## src/rtl/hazard_scoreboard.sv

```systemverilog
// ---------------------------------------------------------------------------
// hazard_scoreboard
//
// Purpose:
//   Pipeline hazard unit for a classic IF/ID/EX pipeline. It detects load-use
//   hazards between a load sitting in ID and the instruction being fetched in
//   IF, and taken jumps/branches resolved in ID. A load-use hazard stalls the
//   front end for LOAD_LAT cycles. A taken control transfer flushes IF/ID for
//   FLUSH_CYC cycles. Saturating counters record how many stall episodes and
//   flush-causing control events have occurred.
//
// Ports:
//   clk           in   rising-edge clock
//   rst_n         in   synchronous active-low reset
//   jump          in   jump in ID resolved taken
//   branch        in   branch in ID resolved taken
//   mem2reg       in   instruction in ID is a load
//   id_rt         in   destination register of the ID load
//   if_rs, if_rt  in   source registers of the IF instruction
//   if_use_rs/rt  in   IF instruction actually reads rs / rt
//   stall         out  hold PC and IF/ID
//   bubble        out  insert NOP into ID/EX
//   flush         out  kill IF/ID contents
//   hazard        out  stall | flush
//   stall_events  out  saturating count of stall episodes
//   flush_events  out  saturating count of flush-causing ctl cycles
//   busy          out  multi-cycle episode in progress (FSM not idle)
// ---------------------------------------------------------------------------
module hazard_scoreboard #(
    parameter int REG_AW    = 5,
    parameter int LOAD_LAT  = 1,
    parameter int FLUSH_CYC = 1,
    parameter int CNT_W     = 16
) (
    input  logic              clk,
    input  logic              rst_n,
    input  logic              jump,
    input  logic              branch,
    input  logic              mem2reg,
    input  logic [REG_AW-1:0] id_rt,
    input  logic [REG_AW-1:0] if_rs,
    input  logic [REG_AW-1:0] if_rt,
    input  logic              if_use_rs,
    input  logic              if_use_rt,
    output logic              stall,
    output logic              bubble,
    output logic              flush,
    output logic              hazard,
    output logic [CNT_W-1:0]  stall_events,
    output logic [CNT_W-1:0]  flush_events,
    output logic              busy
);

    typedef enum logic [1:0] {
        S_IDLE  = 2'd0,
        S_STALL = 2'd1,
        S_FLUSH = 2'd2
    } state_t;

    // The first hazard cycle is signalled combinationally from IDLE, so the
    // FSM only has to cover the remaining LAT-1 cycles.
    localparam logic [1:0]       LOAD_RELOAD  = 2'(LOAD_LAT - 1);
    localparam logic [1:0]       FLUSH_RELOAD = 2'(FLUSH_CYC - 1);
    localparam logic [CNT_W-1:0] CNT_ONE      = CNT_W'(1);
    localparam logic [CNT_W-1:0] CNT_MAX      = {CNT_W{1'b1}};

    state_t            state_q, state_d;
    logic [1:0]        cnt_q, cnt_d;
    logic [REG_AW-1:0] pend_rd_q, pend_rd_d;
    logic [CNT_W-1:0]  stall_events_q, flush_events_q;

    logic luse;
    logic ctl;
    logic stall_c;
    logic flush_c;
    logic stall_inc;
    logic flush_inc;

    // Register 0 is hard-wired zero, so a load targeting it never creates a
    // dependency.
    assign luse = mem2reg && (id_rt != '0) &&
                  ((if_use_rs && (id_rt == if_rs)) ||
                   (if_use_rt && (id_rt == if_rt)));
    assign ctl  = jump | branch;

    always_comb begin
        state_d   = state_q;
        cnt_d     = cnt_q;
        pend_rd_d = pend_rd_q;
        stall_c   = 1'b0;
        flush_c   = 1'b0;
        stall_inc = 1'b0;
        flush_inc = 1'b0;

        if (ctl) begin
            // A taken control transfer wins in every state: it starts a new
            // flush from IDLE, aborts a stall, or restarts a running flush.
            flush_c   = 1'b1;
            flush_inc = 1'b1;
            if (FLUSH_CYC > 1) begin
                state_d = S_FLUSH;
                cnt_d   = FLUSH_RELOAD;
            end else begin
                state_d = S_IDLE;
                cnt_d   = 2'd0;
            end
        end else begin
            case (state_q)
                S_IDLE: begin
                    if (luse) begin
                        stall_c   = 1'b1;
                        stall_inc = 1'b1;
                        if (LOAD_LAT > 1) begin
                            state_d   = S_STALL;
                            cnt_d     = LOAD_RELOAD;
                            pend_rd_d = id_rt;
                        end
                    end
                end
                S_STALL: begin
                    // luse is ignored here; a stall never self-extends.
                    stall_c = 1'b1;
                    if (cnt_q == 2'd1) begin
                        state_d = S_IDLE;
                        cnt_d   = 2'd0;
                    end else begin
                        cnt_d = cnt_q - 2'd1;
                    end
                end
                S_FLUSH: begin
                    flush_c = 1'b1;
                    if (cnt_q == 2'd1) begin
                        state_d = S_IDLE;
                        cnt_d   = 2'd0;
                    end else begin
                        cnt_d = cnt_q - 2'd1;
                    end
                end
                default: begin
                    state_d = S_IDLE;
                    cnt_d   = 2'd0;
                end
            endcase
        end
    end

    always_ff @(posedge clk) begin
        if (!rst_n) begin
            state_q        <= S_IDLE;
            cnt_q          <= 2'd0;
            pend_rd_q      <= '0;
            stall_events_q <= '0;
            flush_events_q <= '0;
        end else begin
            state_q   <= state_d;
            cnt_q     <= cnt_d;
            pend_rd_q <= pend_rd_d;
            if (stall_inc && (stall_events_q != CNT_MAX)) begin
                stall_events_q <= stall_events_q + CNT_ONE;
            end
            if (flush_inc && (flush_events_q != CNT_MAX)) begin
                flush_events_q <= flush_events_q + CNT_ONE;
            end
        end
    end

    // Outputs are gated by rst_n so nothing leaks out while reset is held,
    // even before the first reset edge has cleared the state register.
    assign stall        = rst_n & stall_c;
    assign bubble       = rst_n & stall_c;
    assign flush        = rst_n & flush_c;
    assign hazard       = rst_n & (stall_c | flush_c);
    assign busy         = rst_n & (state_q != S_IDLE);
    assign stall_events = stall_events_q;
    assign flush_events = flush_events_q;

endmodule

```

## config.mk

```make
export PLATFORM = sky130hd
export DESIGN_NAME = hazard_scoreboard
export DESIGN_NICKNAME = d
export VERILOG_FILES = /design/src/rtl/hazard_scoreboard.sv
export SDC_FILE = /design/constraint.sdc
export NUM_CORES = 1
export LEC_CHECK = 0
export CORE_MARGIN = 2
export CORE_UTILIZATION = 40
export CTS_CLUSTER_DIAMETER = 60
export CTS_CLUSTER_SIZE = 10
export DETAILED_ROUTE_END_ITERATION = 8
export GPL_ROUTABILITY_DRIVEN = 0
export PLACE_DENSITY = 0.73
export REMOVE_ABC_BUFFERS = 1
export SYNTH_ARGS = -nofsm -noshare
export SYNTH_HDL_FRONTEND = slang
export SYNTH_SLANG_ARGS = --single-unit
```

## constraint.sdc

```tcl
create_clock -name clk -period 1.9 [get_ports clk]
set_input_delay 0.19 -clock clk [delete_from_list [all_inputs] [get_ports clk]]
set_output_delay 0.19 -clock clk [all_outputs]
set_load 0.05 [all_outputs]
```

* Word-level counts from Yosys, hierarchy flattened *
Cells that the tools add are included.

storage, ports and cells
  bits in registers = 36
  input bits = 22
  output and inout port bits = 37

cells by class
  $add $sub $neg = 3
  eq/ne operators = 8
  mux-type cells = 12
  bitwise operators = 8
  reduce and logical (&&, ||, !) cells = 13

operator list
  operator                 number
  $add A16 B1 Y16 const B  2
  $ne A16 B16 Y1 const B   2
  $eq A5 B5 Y1             2
  $pmux W2 S2              2
  $mux W1                  7
  $logic_and A1 B1 Y1      6
  $reduce_bool A5 Y1       1
  $and A1 B1 Y1            4
  $eq A2 B1 Y1 const B     2
  $mux W2                  2
  $reduce_or A2 Y1         2
  $eq A2 B2 Y1 const B     1
  $logic_not A2 Y1         1
  $ne A2 B1 Y1 const B     1
  $not A1 Y1               2
  $or A1 B1 Y1             2
  $pmux W1 S2              1
  $reduce_and A2 Y1        1
  $reduce_bool A2 Y1       1
  $sub A2 B1 Y2 const B    1
  $logic_or A1 B1 Y1       1

* Logic depth before layout (Yosys ltp) *
Gate-level depths: netlist (run 1).

  word-level depth = 9
  gate-level depth with buffers = 7
  gate-level depth less buffers = 6

* Worst setup path after synthesis (run 1) *
Ideal clock, no wire load.

  kind = in2out
  from = in id_rt[3]
  to = out stall
  arrival = 2.627 ns
  required time = 1.710 ns
  setup slack = -0.917 ns
  stages on the path = 7
  path buffers = 3
  cells stage by stage = xor2_1 > nor4_1 > a32oi_1 > clkbuf_1 > clkbuf_1 > nor3_1 > buf_4

between the ends
  longest elaborated chain between the ends = 8
  elaborated cells on any way between the ends = 12

RTL lines
  what                                    line    source
  from (decl)                             40      input logic [REG_AW-1:0] id_rt,
  $eq A5 B5 Y1 (on tied branches)         82, 83
  $logic_and A1 B1 Y1 (on tied branches)  82, 83
  $logic_or A1 B1 Y1                      82      ((if_use_rs && (id_rt == if_rs)) ||
  $logic_and A1 B1 Y1 *                   81      assign luse = mem2reg && (id_rt != '0) &&
  $mux W1 *                               110     if (luse) begin
  $pmux W1 S2 *                           108     case (state_q)
  $mux W1 *                               95      if (ctl) begin
  $and A1 B1 Y1 *                         n/a
  to (decl)                               45      output logic stall,

Every way passes the cells marked *; elsewhere a longest branch is shown, timed or not.

* Worst setup path in the final report (run 1) *
  from = reg stall_events_q[12] (netlist: stall_events[12])
  to = reg stall_events_q[14] (netlist: stall_events[14])

between the ends
  longest elaborated chain between the ends = 2
  elaborated cells on any way between the ends = 3

RTL lines
  what                                                     line  source
  from (decl)                                              70    logic [CNT_W-1:0] stall_events_q, flush_events_q;
  from (signal assigned)                                   159   stall_events_q <= stall_events_q + CNT_ONE;
  branches (longest 2 deep; another with $add A16 B1 Y16)  n/a

Several ways; the timed one is not identified.
A chain may end at the register's enable or synchronous reset.

==> flow_summary.toml, run 1 <==
[routing]
finalWirelength_microns = 5940
vias = 2194
first_pass_iters = 4
drt_iter0_markers = 159
vias_per_cell = 5.60
wl_per_cell_microns = 15.2
ant_nets = 0
drc = 0

[cells_and_area]
nFillCells = 357
drive_above_1_share_pct = 29.1
final_nets = 363
area_growth_pct = 68.1
multi_input_area_sq_um = 1250
final_util_pct = 70.6
diodes = 0
seq_area_sq_um = 644

[global_route]
overflow = 0
grt_antenna_before_repair = 0
grt_pass1_vias = 2110
busiest_layer = "met2"
grtUsageMet1_pct = 27.0
grt_use_total_pct = 22.6
grt_start_max_net_pins = 16
grtUsageMet2_pct = 40.3
grt_first_pass_wirelength_microns = 9360
grt_util_met3_pct = 4.86

[timing]
finalCriticalPeriod_ns = 1.96
tns_ns = -0.0949
worst_slew_pin_slew_ns = 0.507
drv_slew = 0
finalSetupViolCount = 2
fin_ws_ns = -0.0627
hold_violations = 0
maxSlewHeadroom_pct = 66.1
rsz0062_at_grt = "true"
whs_ns = 0.527
max_freq_mhz = 510
finClkSkew_ns = 0.00513
period_share_pct = 103

[synthesis]
synth_top_area_cell = "dfxtp_1"
synth_area_sq_um = 1850
ys_top_cells_by_area = "dfxtp_1, or4_1, xor2_1"
synth_ff_type = "dfxtp_1"
syn_inst = 229
synth_top_area_share_pct = 34.6
synth_cell_types = 40
synth-seq-cells = 32
ys_warn_count = 0
syn_avg_cell_area_sq_um = 8.09
synth_edf_count = 0
yosysMostFrequentCell = "dfxtp_1"
synthArstFlopShare_pct = 0
synthTopCellsByCount = "dfxtp_1, nor2_1, a21oi_1"
ys_seq_area_share_pct = 34.6

[pwr]
p_total_uw = 1490
leakage_uw = 0.00111
vdd_drop_max_uv = 453
power_density_nw_per_um2 = 479

[cts]
clk_pin_slew_ns = 0.07
clock_path_buffers = 2
clock-root-buffer = "clkbuf_8"
tritoncts = "yes"
clkSinkCount = 32
holdBufCountCts = 0
h-tree-depth = 2
cts-buffers-inserted = 5
clkLatencyLatePin_ns = 0.28

[die]
start_util_pct = 42.0
core_sq_um = 4410
chipWidth_microns = 72.1
ioPinCount = 59
die_h_microns = 72.1
dieArea_sq_um = 5190
rows = 24

[critical_path]
path_cells = "and4_1 -> or4b_4 -> or4_4 -> or3_4 -> a21oi_2"
start_kind = "register"
required_ns = 2.12
path_class = "reg -> reg"
slowest_stage = "or4b_4"
cpPeakStageDelay_ns = 0.52
arrival_ns = 2.18
endpoint_kind = "register"
path_max_fanout = 2

[place]
pre_cts_slack_ns = -0.359
hpwl_microns = 4090
port_buffers = 57

[job]
max_cap_viol_count = 0

[run_status]
violations = "setup timing"
status = "complete, but fails checks"

[min_path]
hp-class = "reg -> reg"
[worst paths after layout]
kind	startpoint	slack, ns	cells past startpoint	end
worst max-delay path	stall_events[12]$_SDFFE_PN0P_	-0.06	5	stall_events[14]$_SDFFE_PN0P_
worst max register to register	stall_events[12]$_SDFFE_PN0P_	-0.06	5	stall_events[14]$_SDFFE_PN0P_
worst min-delay path	flush_events[11]$_SDFFE_PN0P_	0.53	2	flush_events[11]$_SDFFE_PN0P_
worst min register to register	flush_events[11]$_SDFFE_PN0P_	0.53	2	flush_events[11]$_SDFFE_PN0P_
[flip-flops by register name (all words and copies together), names as in the netlist]
register,count
flush_events,16
stall_events,16
[where the power goes]
group | internal (uW) | leakage [uW] | total, uW | switching (uW)
Combinational | 113 | 0.000799 | 254 | 141
Sequential | 677 | 0.000260 | 681 | 3.63
Clock | 289 | 0.0000510 | 557 | 268
Total | 1080 | 0.00111 | 1490 | 413
[through the flow]
stage                     cells  instance area, sq um
after floorplan             218                  1800
after global placement      379                  2880
after detailed placement    379                  2880
after CTS                   390                  3010
after global routing        392                  3120
final                       392                  3120
[layout by cell type, fill, tap and decap left out, types with 2 or more instances in the layout]
| cell | n |
|---|---|
| o21ai_0 | 7 |
| xnor2_1 | 10 |
| clkinv_2 | 2 |
| a21oi_1 | 15 |
| or4_4 | 5 |
| nor4_1 | 7 |
| nand3_1 | 11 |
| buf_12 | 5 |
| buf_6 | 2 |
| or2_2 | 3 |
| clkbuf_2 | 3 |
| clkbuf_8 | 6 |
| clkdlybuf4s50_1 | 40 |
| or3_1 | 3 |
| clkdlybuf4s15_1 | 2 |
| nor3_1 | 3 |
| dlygate4sd2_1 | 8 |
| or4_1 | 8 |
| dfxtp_2 | 3 |
| nand4_1 | 13 |
| nor2_1 | 19 |
| o31ai_1 | 9 |
| o21a_1 | 2 |
| nor4_2 | 2 |
| nand2_1 | 15 |
| buf_4 | 52 |
| dfxtp_1 | 29 |
| a21oi_2 | 2 |
| mux2i_1 | 4 |
| xor2_1 | 11 |
| a211oi_1 | 5 |
| nand2b_1 | 4 |
| and4_1 | 2 |
| inv_1 | 4 |
[cells by family (layout without fill, tap and decap cells)]
family                     Yosys count  after routing  synth area share [%]
and+or+nand+nor                    104            104                  31.2
AOI/OAI and AO/OA                   49             49                  16.9
DFF                                 32             32                  34.6
xor gates and xnor gates            21             21                  9.93
buffers and inverters               16            127                  3.71
muxes                                4              4                  2.16
adders and majority gates            2              2                  1.35
other                                1              1                 0.202
[critical path: cells and delay by family, from the launching register on]
kind / cells / cell delay (ns)
AOI/OAI and AO/OA: 1 / 0.11
DFF: 1 / 0.32
and+or+nand+nor: 4 / 1.48
[final cells by class]
class,count,share of cell area [%]
Sequential cell,32,20.7
Clock inverter,2,0.321
Tap cell,52,2.09
Timing Repair Buffer,114,33.7
Multi-Input combinational cell,181,40.0
Clock buffer,6,2.65
Inverter,5,0.602
[routing by layer]
layer,vias up,share of wire (%)
met2,76,53
met1,1031,41
li1,1081,-
met5,-,0
met3,6,5.5
met4,0,0.71
[timing repair]
action,4_1_cts,5_1_grt
setup buffers,2,1
gates cloned,1,1
pin swaps,9,9
resized for setup,21,28
endpoints found under the setup margin,17,26
Power figures use the tool's default switching activity.
==> run 2: changes to the inputs <==
--- a/config.mk
+++ b/config.mk
@@ -12,7 +12,9 @@
 export DETAILED_ROUTE_END_ITERATION = 8
 export GPL_ROUTABILITY_DRIVEN = 0
 export PLACE_DENSITY = 0.73
+export RECOVER_POWER = 25
 export REMOVE_ABC_BUFFERS = 1
 export SYNTH_ARGS = -nofsm -noshare
 export SYNTH_HDL_FRONTEND = slang
 export SYNTH_SLANG_ARGS = --single-unit
+export TNS_END_PERCENT = 100
==> run 2 against run 1 <==
Compared with the run above:
- die area unchanged
- worst setup slack worse by 0.00069 ns
- flip-flop and latch count did not move
- hold slack worse by 0.0018 ns
- final area down 0.48%
- clock skew fell by 0.00061 ns
- sequential share of layout area rose by 0.10 points
- the flow still finishes with violations (setup timing)
- fmax barely moved
- sequential power is essentially flat
- power shrank 0.15%
==> flow_summary.toml, run 2 (same netlist as run 1, synthesis figures left out) <==
[die]
dieArea_sq_um = 5190
die_h_microns = 72.1
ioPinCount = 59
start_util_pct = 42.0
core_sq_um = 4410
rows = 24
chipWidth_microns = 72.1

[routing]
vias = 2199
drc = 0
drt_iter0_markers = 148
vias_per_cell = 5.61
first_pass_iters = 5
finalWirelength_microns = 5950
wl_per_cell_microns = 15.2
ant_nets = 0

[place]
hpwl_microns = 4090
port_buffers = 57
dp.cells = 379

[cts]
cts-buffers-inserted = 5
tritoncts = "yes"
clkSinkCount = 32
clkLatencyLatePin_ns = 0.28
clock_path_buffers = 2
clk_pin_slew_ns = 0.07
clock-root-buffer = "clkbuf_8"
h-tree-depth = 2

[global_route]
overflow = 0
grt_pass1_vias = 2110
grt_use_total_pct = 22.6
grt_start_max_net_pins = 16
grt_first_pass_wirelength_microns = 9360
grt_antenna_before_repair = 0

[timing]
fin_ws_ns = -0.0633
finalCriticalPeriod_ns = 1.96
worst_slew_pin_slew_ns = 0.512
finalSetupViolCount = 2
maxSlewHeadroom_pct = 65.7
rsz0062_at_grt = "true"
whs_ns = 0.525
hold_violations = 0
drv_slew = 0
max_freq_mhz = 509
period_share_pct = 103
finClkSkew_ns = 0.00453

[critical_path]
cpPeakStageDelay_ns = 0.52
start_kind = "register"
cp_top_family = "simple AND/OR/NAND/NOR gates"
path_cells = "and4_1 -> or4b_4 -> or4_4 -> or3_4 -> a21oi_2"
slowest_stage = "or4b_4"
path_class = "reg -> reg"
endpoint_kind = "register"
path_max_fanout = 2
arrival_ns = 2.19
required_ns = 2.12
crit_buf_inv = 0

[pwr]
leakage_uw = 0.00112
internal_power_uw = 1080
vdd_drop_max_uv = 451
switchingPower_uw = 411
p_clk_share_pct = 37.3
seqPwrFrac_pct = 45.7
switching_share_pct = 27.6
power_density_nw_per_um2 = 480
p_comb_share_pct = 17.0
p_total_uw = 1490

[run_status]
violations = "setup timing"
status = "complete, but fails checks"

[min_path]
hp-class = "reg -> reg"

[cells_and_area]
area_growth_pct = 67.3
diodes = 0
mostFrequentLayoutCells = "buf_4, clkdlybuf4s50_1, dfxtp_1"
final_common_cell = "buf_4"
fin_cells = 392
drive_above_1_share_pct = 27.9
final_nets = 363
final_util_pct = 70.2

[job]
max_cap_viol_count = 0
[run 2: changes by cell type in the layout (fill, tap and decap cells not counted)]
cell / previous run / this run
clkdlybuf4s50_1: 40 / 32
clkbuf_1: 0 / 4
buf_4: 52 / 48
dlygate4sd3_1: 0 / 8
[run 2: worst reg2reg max path: cells and delay by family, from the launching register on]
kind | cells | cell delay [ns]
AOI/OAI and AO/OA | 1 | 0.11
DFF | 1 | 0.32
and+or+nand+nor | 4 | 1.48
[run 2: repair_timing]
| item | 4_1_cts | 5_1_grt |
|---|---|---|
| resized for setup | 21 | 28 |
| cloned | 1 | 1 |
| hold buffers | 0 | 0 |
| setup buffers | 2 | 1 |
| pin swaps | 9 | 9 |
| endpoints found under the setup margin | 17 | 26 |
[run 2: per-layer routing]
metal | GRT usage [%] | share of wire (%)
met5 | 0 | 0
met4 | 7.13 | 1.0
met3 | 4.86 | 5.7
met2 | 40.3 | 53
met1 | 27.0 | 41
[run 2: path summary, 6_finish.rpt]
kind / start / end / slack [ns] / cells after the start
hold reg to reg: flush_events[11]$_SDFFE_PN0P_ / flush_events[11]$_SDFFE_PN0P_ / 0.53 / 2
setup / recovery: stall_events[12]$_SDFFE_PN0P_ / stall_events[14]$_SDFFE_PN0P_ / -0.06 / 5
setup reg to reg: stall_events[12]$_SDFFE_PN0P_ / stall_events[14]$_SDFFE_PN0P_ / -0.06 / 5
hold / removal: flush_events[11]$_SDFFE_PN0P_ / flush_events[11]$_SDFFE_PN0P_ / 0.53 / 2
[run 2: layout make-up]
cell class	instances	area, sq um
Sequential cell	32	644
Fill cell	362	1310
Clock inverter	2	10.0
Clock buffer	6	82.6
Tap cell	52	65.1
Inverter	5	18.8
Multi-Input combinational cell	181	1250
Timing Repair Buffer	114	1030
[run 2: metrics by stage]
| step | setup slack (ns) | cell area [sq um] | TNS, ns |
|---|---|---|---|
| finish | -0.0633 | 3100 | -0.0974 |
| global placement | -0.279 | 2880 | -4.42 |
| detailed placement | -0.359 | 2880 | -5.70 |
| floorplan | -1.62 | 1800 | -13.67 |
| global route | -0.107 | 3100 | -0.862 |
| CTS | -0.0511 | 3010 | -0.0602 |
[run 2: power groups by stage]
| stage | logic [uW] | registers (uW) | clock network (uW) |
|---|---|---|---|
| final | 253 | 681 | 556 |
| after global routing | 268 | 681 | 591 |
| after CTS | 239 | 680 | 564 |
| after detailed placement | 239 | 696 | 0 |
| after global placement | 236 | 696 | 0 |
| after floorplan | 72.4 | 727 | 0 |
